### config.mk
export PLATFORM = sky130hd
export DESIGN_NAME = readout_sequencer_flat
export DESIGN_NICKNAME = d
export VERILOG_FILES = /design/src/rtl/readout_sequencer_pkg.sv /design/src/rtl/readout_sequencer_if.sv /design/src/rtl/readout_sequencer_lowest_set.sv /design/src/rtl/readout_sequencer.sv /design/src/flat_wrapper.sv
export SDC_FILE = /design/constraint.sdc
export NUM_CORES = 1
export LEC_CHECK = 0
export BUFFER_PORTS_ARGS = -buffer_cell sky130_fd_sc_hd__buf_2
export CAP_MARGIN = 20
export CORE_MARGIN = 2
export CORE_UTILIZATION = 50
export DETAILED_ROUTE_END_ITERATION = 10
export PLACE_DENSITY = 0.75
export SYNTH_ARGS = -nofsm -noshare
export SYNTH_HDL_FRONTEND = slang
export SYNTH_SLANG_ARGS = --single-unit
### constraint.sdc
create_clock -name clk -period 3.89 [get_ports clk]
set_input_delay 0.778 -clock clk [delete_from_list [all_inputs] [get_ports clk]]
set_output_delay 0.778 -clock clk [all_outputs]
set_load 0.01 [all_outputs]
### src/rtl/readout_sequencer_pkg.sv
// Shared constants and types for the PSEC5 readout sequencer: channel geometry,
// FSM state encoding, mode-bit positions and the SPI register map.
package psec5_pkg;

    localparam int NUM_CH   = 8;
    localparam int CH_WIDTH = 50;
    localparam int CH_IDX_W = $clog2(NUM_CH);

    localparam int MODE_TRIG_SRC   = 0;
    localparam int MODE_CONTINUOUS = 1;

    localparam logic [7:0] ADDR_TCM     = 8'd1;
    localparam logic [7:0] ADDR_INSTR   = 8'd2;
    localparam logic [7:0] ADDR_MODE    = 8'd3;
    localparam logic [7:0] ADDR_CH_BASE = 8'd4;

    typedef enum logic [1:0] {
        IDLE,
        SCAN,
        CONV,
        COMMIT
    } state_t;

    typedef logic [CH_WIDTH-1:0] ch_data_t;

endpackage

### src/rtl/readout_sequencer_if.sv
// Conversion handshake between the sequencer (master) and the PSEC5 digitizer
// front end (slave): one-cycle start request, channel select, done strobe and data.
interface readout_sequencer_if;
    import psec5_pkg::*;

    logic                conv_start;
    logic [CH_IDX_W-1:0] conv_ch;
    logic                conv_done;
    ch_data_t            conv_data;

    modport master (
        output conv_start,
        output conv_ch,
        input  conv_done,
        input  conv_data
    );

    modport slave (
        input  conv_start,
        input  conv_ch,
        output conv_done,
        output conv_data
    );

endinterface

### src/rtl/readout_sequencer_lowest_set.sv
// Combinational priority encoder: index of the lowest set bit of an 8-bit
// pending vector, plus a valid flag when any bit is set.
module lowest_set_8 (
    input  logic [7:0] pending_i,
    output logic       valid_o,
    output logic [2:0] idx_o
);

    always_comb begin
        // NOTE: every output of a combinational block gets a default first, so no path leaves it unassigned and no latch is inferred.
        idx_o = 3'd0;
        for (int i = 7; i >= 0; i--) begin
            if (pending_i[i]) begin
                idx_o = 3'(i);
            end
        end
    end

    assign valid_o = |pending_i;

endmodule

### src/rtl/readout_sequencer.sv
// Sequences digitization of the enabled PSEC5 channels and commits the results
// to the ch0..ch7 buses only while the SPI slave is not reading channel data.
module readout_sequencer
    import psec5_pkg::*;
#(
    parameter int TIMEOUT_CYCLES = 1023
) (
    input  logic                       clk,
    input  logic                       rstn,
    input  logic [7:0]                 trigger_channel_mask,
    input  logic [7:0]                 mode,
    input  logic                       sw_start,
    input  logic                       sw_abort,
    input  logic                       ext_trigger,
    input  logic                       spi_busy,
    readout_sequencer_if.master        conv_if,
    output ch_data_t                   ch0,
    output ch_data_t                   ch1,
    output ch_data_t                   ch2,
    output ch_data_t                   ch3,
    output ch_data_t                   ch4,
    output ch_data_t                   ch5,
    output ch_data_t                   ch6,
    output ch_data_t                   ch7,
    output logic                       data_ready,
    output logic                       busy,
    output logic [7:0]                 err_mask,
    output logic                       missed_trigger
);

    localparam int CNT_W = $clog2(TIMEOUT_CYCLES + 1);
    localparam logic [CNT_W-1:0] CNT_LAST = CNT_W'(TIMEOUT_CYCLES - 1);

    state_t                             state_q, state_d;
    logic [NUM_CH-1:0]                  pending_q, pending_d;
    logic [NUM_CH-1:0]                  mask_q, mask_d;
    logic [CH_IDX_W-1:0]                idx_q, idx_d;
    logic [CNT_W-1:0]                   cnt_q, cnt_d;
    logic [NUM_CH-1:0]                  stg_err_q, stg_err_d;
    logic [NUM_CH-1:0][CH_WIDTH-1:0]    staging_q;
    logic [NUM_CH-1:0][CH_WIDTH-1:0]    ch_q, ch_d;
    logic [NUM_CH-1:0]                  err_mask_q, err_mask_d;
    logic                               conv_start_q, conv_start_d;
    logic                               data_ready_q, data_ready_d;
    logic                               missed_q, missed_d;
    logic                               ext_prev_q;

    logic                               stg_we;
    ch_data_t                           stg_wdata;
    logic                               enc_valid;
    logic [CH_IDX_W-1:0]                enc_idx;
    logic                               start_evt;
    logic                               unused_mode;

    // Only the trigger-source bit changes behaviour; continuous mode re-arms by
    // simply returning to IDLE, which is what every run does anyway.
    assign unused_mode = ^mode[7:1];

    assign start_evt = mode[MODE_TRIG_SRC] ? (ext_trigger & ~ext_prev_q) : sw_start;

    lowest_set_8 u_lowest_set (
        .pending_i (pending_q),
        .valid_o   (enc_valid),
        .idx_o     (enc_idx)
    );

    always_comb begin
        state_d      = state_q;
        pending_d    = pending_q;
        mask_d       = mask_q;
        idx_d        = idx_q;
        cnt_d        = cnt_q;
        stg_err_d    = stg_err_q;
        ch_d         = ch_q;
        err_mask_d   = err_mask_q;
        missed_d     = missed_q;
        conv_start_d = 1'b0;
        data_ready_d = 1'b0;
        stg_we       = 1'b0;
        stg_wdata    = '0;

        unique case (state_q)
            IDLE: begin
                if (start_evt && (trigger_channel_mask != 8'd0)) begin
                    pending_d = trigger_channel_mask;
                    mask_d    = trigger_channel_mask;
                    stg_err_d = '0;
                    missed_d  = 1'b0;
                    state_d   = SCAN;
                end
            end
            SCAN: begin
                if (sw_abort) begin
                    state_d = IDLE;
                end else if (enc_valid) begin
                    idx_d        = enc_idx;
                    conv_start_d = 1'b1;
                    cnt_d        = '0;
                    state_d      = CONV;
                end else begin
                    state_d = COMMIT;
                end
            end
            CONV: begin
                // Abort wins over done, and done wins over a timeout in the same cycle.
                if (sw_abort) begin
                    state_d = IDLE;
                end else if (conv_if.conv_done) begin
                    stg_we            = 1'b1;
                    stg_wdata         = conv_if.conv_data;
                    pending_d[idx_q]  = 1'b0;
                    state_d           = SCAN;
                end else if (cnt_q == CNT_LAST) begin
                    stg_we            = 1'b1;
                    stg_err_d[idx_q]  = 1'b1;
                    pending_d[idx_q]  = 1'b0;
                    state_d           = SCAN;
                end else begin
                    cnt_d = cnt_q + CNT_W'(1);
                end
            end
            COMMIT: begin
                if (sw_abort) begin
                    state_d = IDLE;
                end else if (!spi_busy) begin
                    for (int i = 0; i < NUM_CH; i++) begin
                        if (mask_q[i]) begin
                            ch_d[i] = staging_q[i];
                        end
                    end
                    err_mask_d   = stg_err_q;
                    data_ready_d = 1'b1;
                    state_d      = IDLE;
                end
            end
            default: state_d = IDLE;
        endcase

        if ((state_q != IDLE) && start_evt) begin
            missed_d = 1'b1;
        end
    end

    always_ff @(posedge clk) begin
        if (!rstn) begin
            state_q      <= IDLE;
            pending_q    <= '0;
            mask_q       <= '0;
            idx_q        <= '0;
            cnt_q        <= '0;
            stg_err_q    <= '0;
            ch_q         <= '0;
            err_mask_q   <= '0;
            conv_start_q <= 1'b0;
            data_ready_q <= 1'b0;
            missed_q     <= 1'b0;
            ext_prev_q   <= 1'b0;
        end else begin
            // NOTE: sequential state uses non-blocking assignments so every register samples pre-edge values.
            state_q      <= state_d;
            pending_q    <= pending_d;
            mask_q       <= mask_d;
            idx_q        <= idx_d;
            cnt_q        <= cnt_d;
            stg_err_q    <= stg_err_d;
            ch_q         <= ch_d;
            err_mask_q   <= err_mask_d;
            conv_start_q <= conv_start_d;
            data_ready_q <= data_ready_d;
            missed_q     <= missed_d;
            ext_prev_q   <= ext_trigger;
        end
    end

    // NOTE: staging data is not reset; every enabled channel is rewritten (data or zero) before it can be committed.
    always_ff @(posedge clk) begin
        if (stg_we) begin
            staging_q[idx_q] <= stg_wdata;
        end
    end

    assign conv_if.conv_start = conv_start_q;
    assign conv_if.conv_ch    = idx_q;

    assign ch0 = ch_q[0];
    assign ch1 = ch_q[1];
    assign ch2 = ch_q[2];
    assign ch3 = ch_q[3];
    assign ch4 = ch_q[4];
    assign ch5 = ch_q[5];
    assign ch6 = ch_q[6];
    assign ch7 = ch_q[7];

    assign data_ready     = data_ready_q;
    assign busy           = (state_q != IDLE);
    assign err_mask       = err_mask_q;
    assign missed_trigger = missed_q;

endmodule

### src/flat_wrapper.sv
// flat-port wrapper written by rule: the top's interface ports become plain ports
module readout_sequencer_flat import psec5_pkg::*;
#(
    parameter int TIMEOUT_CYCLES = 1023
)
  (clk, rstn, trigger_channel_mask, mode, sw_start, sw_abort, ext_trigger, spi_busy, ch0, ch1, ch2, ch3, ch4, ch5, ch6, ch7, data_ready, busy, err_mask, missed_trigger, conv_if_conv_start, conv_if_conv_ch, conv_if_conv_done, conv_if_conv_data);
  readout_sequencer_if conv_if_i ();
  input  logic clk;
  input  logic rstn;
  input  logic [7:0] trigger_channel_mask;
  input  logic [7:0] mode;
  input  logic sw_start;
  input  logic sw_abort;
  input  logic ext_trigger;
  input  logic spi_busy;
  output ch_data_t ch0;
  output ch_data_t ch1;
  output ch_data_t ch2;
  output ch_data_t ch3;
  output ch_data_t ch4;
  output ch_data_t ch5;
  output ch_data_t ch6;
  output ch_data_t ch7;
  output logic data_ready;
  output logic busy;
  output logic [7:0] err_mask;
  output logic missed_trigger;
  output wire logic [$bits(conv_if_i.conv_start)-1:0] conv_if_conv_start;
  output wire logic [$bits(conv_if_i.conv_ch)-1:0] conv_if_conv_ch;
  input wire logic [$bits(conv_if_i.conv_done)-1:0] conv_if_conv_done;
  input wire logic [$bits(conv_if_i.conv_data)-1:0] conv_if_conv_data;
  assign conv_if_conv_start = conv_if_i.conv_start;
  assign conv_if_conv_ch = conv_if_i.conv_ch;
  assign conv_if_i.conv_done = conv_if_conv_done;
  assign conv_if_i.conv_data = conv_if_conv_data;
  readout_sequencer #(.TIMEOUT_CYCLES(TIMEOUT_CYCLES)) u_core (.clk(clk), .rstn(rstn), .trigger_channel_mask(trigger_channel_mask), .mode(mode), .sw_start(sw_start), .sw_abort(sw_abort), .ext_trigger(ext_trigger), .spi_busy(spi_busy), .conv_if(conv_if_i), .ch0(ch0), .ch1(ch1), .ch2(ch2), .ch3(ch3), .ch4(ch4), .ch5(ch5), .ch6(ch6), .ch7(ch7), .data_ready(data_ready), .busy(busy), .err_mask(err_mask), .missed_trigger(missed_trigger));
endmodule
==> out/results.ini <==
[global_route]
antenna_found_initial = 0
grt_usage = 0.267
grt_pass1_wl_mm = 118
grt_pass1_vias = 19400
grt_max_degree = 118
gr-total-overflow = 0

[placed_design]
place_ws_ns = 0.948
place.gp.congestion = 0.839
place_hpwl_mm = 51.8
portBuffers = 480
dpl-instance-area_um2 = 31500

[setup_path]
worstSetupPathType = register to register
endpoint_kind = register
crit_fanout = 30
r2r_start = u_core.cnt_q[1]
critPathArrivalTime_ns = 3.00
critPathRequiredTime_ns = 4.14
rrSetupSlack_ns = 1.15
reg2reg_depth = 7
r2r-end = u_core.staging_q[333]
startpoint_type = register

[sta]
fmax_ghz = 0.364
hold_viol = 0
slew_headroom = 0.487
setup_viol = 0
slew_viol_final = 0
min_period_ns = 2.74
fin_skew_ns = 0.0296
finalCritPeriodShare = 0.705
fin_hold_ws_ns = 0.367
rsz0062_at_grt = false
tightest_slew_ns = 0.770
worst_slack_ns = 1.15

[clock_tree]
cts_buffers = 82
clkLatencyLatePin_ns = 0.63
clock-root-buffer = clkbuf_16
cts_tree = done
cts_htree_levels = 3
post_cts_buffers = 0
clockBufferDepth = 3
clk_pin_slew_ns = 0.06
post_cts_resized = 0
ctsHoldBuffers = 0
clock_sinks = 851

[synth]
synthTopCellsByCount = 820 x nand2_1, 451 x dfxtp_1, 413 x a21oi_1, 400 x edfxtp_1, 103 x clkbuf_1
syn_avg_cell_area_um2 = 11.5
synth_cells = 2469
ys_seq_elements = 851
syn_area_um2 = 28300
netlist.area_leader.share = 0.425
synthDistinctLibCells = 47
ys_warn_count = 0
post-synth-top-count-cell = nand2_1
yosysSeqAreaShare = 0.744
syn_nets = 2544
async_flop_share = 0
synth_area_leaders = edfxtp_1 42%, dfxtp_1 32%, nand2_1 11%
yosys.area.top_type = edfxtp_1
ys.flop_type = dfxtp_1
synth_edf_count = 400

[final_layout]
final_util = 0.609
diodes = 0
design_area_um2 = 34200
drive_gt1_frac = 0.231
fin_nets = 2999
syn_to_final_growth_pct = 20.9
fillers = 4431

[worst_hold_path]
hold_depth = 2
hold_class = input port to register
min_to = u_core.ext_prev_q
min-delay-start = ext_trigger

[drt]
drt_wl_total_mm = 80.5
drcViolationCount = 0
drt_iter0_markers = 1750
wire_per_inst_um = 21.5
detail-route-antenna-nets = 0
via_per_inst = 5.41
num_vias = 20300
first_pass_iters = 5

[pwr]
power_density_nw_per_um2 = 511
p_leak_nw = 12.6
ir_worst_vdd_mv = 0.332

[die]
std_cell_rows = 87
io_pins = 488
die_y_um = 242
die_w_um = 242
core-area_um2 = 56200
initial_core_util = 0.503
die_area_um2 = 58500

[job]
cap_violations = 0

[run_status]
status = finished clean

==> cells in the final DEF (no fill, tap or decap), drive strengths merged, types with 2 or more instances in the layout <==
| cell | n |
|---|---|
| clkinvlp | 2 |
| bufinv | 5 |
| nand3b | 4 |
| or3 | 2 |
| nand2b | 3 |
| nor4 | 2 |
| clkbuf | 112 |
| or2 | 2 |
| buf | 528 |
| or3b | 2 |
| dfxtp | 451 |
| o21bai | 2 |
| nor2b | 4 |
| a21oi | 413 |
| a22o | 8 |
| a22oi | 10 |
| clkinv | 32 |
| nand2 | 820 |
| nand3 | 6 |
| mux2i | 8 |
| or4 | 2 |
| edfxtp | 400 |
| nor2 | 53 |
| and4 | 3 |
| a211oi | 2 |
| nor3b | 2 |
| a31oi | 5 |
| and3 | 50 |
| ha | 2 |
| xor2 | 6 |
| inv | 11 |
| and2 | 12 |
| o21ai | 14 |
| nor3 | 3 |
| nand4 | 5 |
==> critical path, cell delays in order, from the launching register on <==
cell      delay [ns]
dfxtp_1         0.41
ha_1            0.18
and4_1          0.33
a31oi_2         0.25
nand2b_1        0.33
buf_4           0.25
nor2_4          0.15
buf_4           0.45
==> metrics by stage <==
stage	cells	TNS, ns	power (mW)
2_1_floorplan	2469	-55.99	9.69
3_3_place_gp	3596	0	9.80
3_5_place_dp	3596	0	9.81
4_1_cts	3750	0	17.6
5_1_grt	3750	0	17.9
6_report	3750	0	17.5
==> layer usage <==
metal  global-route usage  wire (um)  vias up
met1                0.332      31100     9831
met5                    0          0        -
met4                0.115       3270        0
li1                     -          -     9290
met3               0.0697       7650      179
met2                0.443      38400      975
==> power by group <==
group / switching [mW] / internal [mW] / total (mW)
registers: 0.0240 / 9.32 / 9.34
clock network: 3.34 / 4.52 / 7.86
logic: 0.195 / 0.0816 / 0.277
total: 3.56 / 13.9 / 17.5
==> area by class of cell <==
class                           count  area, um2  share of cell area
Clock buffer                      112       2310              0.0675
Clock inverter                     42        378              0.0110
Sequential cell                   851      21000               0.615
Timing Repair Buffer              528       2860              0.0837
Multi-Input combinational cell   1453       6630               0.194
Inverter                            8       37.5             0.00110
Tap cell                          756        946              0.0277
==> how the worst max path moves through the flow <==
stage                                 start                    end  slack (ns)
after floorplan             u_core.cnt_q[0]  u_core.staging_q[150]       -0.16
after global placement    conv_if_conv_done  u_core.staging_q[284]        1.01
after detailed placement  conv_if_conv_done  u_core.staging_q[337]        0.95
after CTS                   u_core.cnt_q[1]  u_core.staging_q[334]        1.14
after global routing        u_core.cnt_q[1]  u_core.staging_q[334]        0.97
final                       u_core.cnt_q[1]  u_core.staging_q[333]        1.15
==> sequential cells by signal, indices dropped and copies added (netlist names) <==
name                       cells
u_core.staging_q             400
u_core.ch0                    50
u_core.ch1                    50
u_core.ch2                    50
u_core.ch3                    50
u_core.ch4                    50
u_core.ch5                    50
u_core.ch6                    50
u_core.ch7                    50
u_core.cnt_q                  10
u_core.err_mask                8
u_core.mask_q                  8
u_core.pending_q               8
u_core.stg_err_q               8
u_core.conv_if.conv_ch         3
u_core.state_q                 2
u_core.conv_if.conv_start      1
u_core.data_ready              1
u_core.ext_prev_q              1
u_core.missed_trigger          1
==> logic make-up (layout without fill, tap and decap cells) <==
family / Yosys count / after routing / synth area share
fa+ha+maj: 2 / 2 / 0.000885
xor+xnor: 7 / 7 / 0.00217
simple gates: 977 / 977 / 0.140
flops: 851 / 851 / 0.744
mux: 8 / 8 / 0.00283
buf+inv: 165 / 690 / 0.0252
compound gates: 459 / 459 / 0.0853
(Power assumes the default switching activity.)
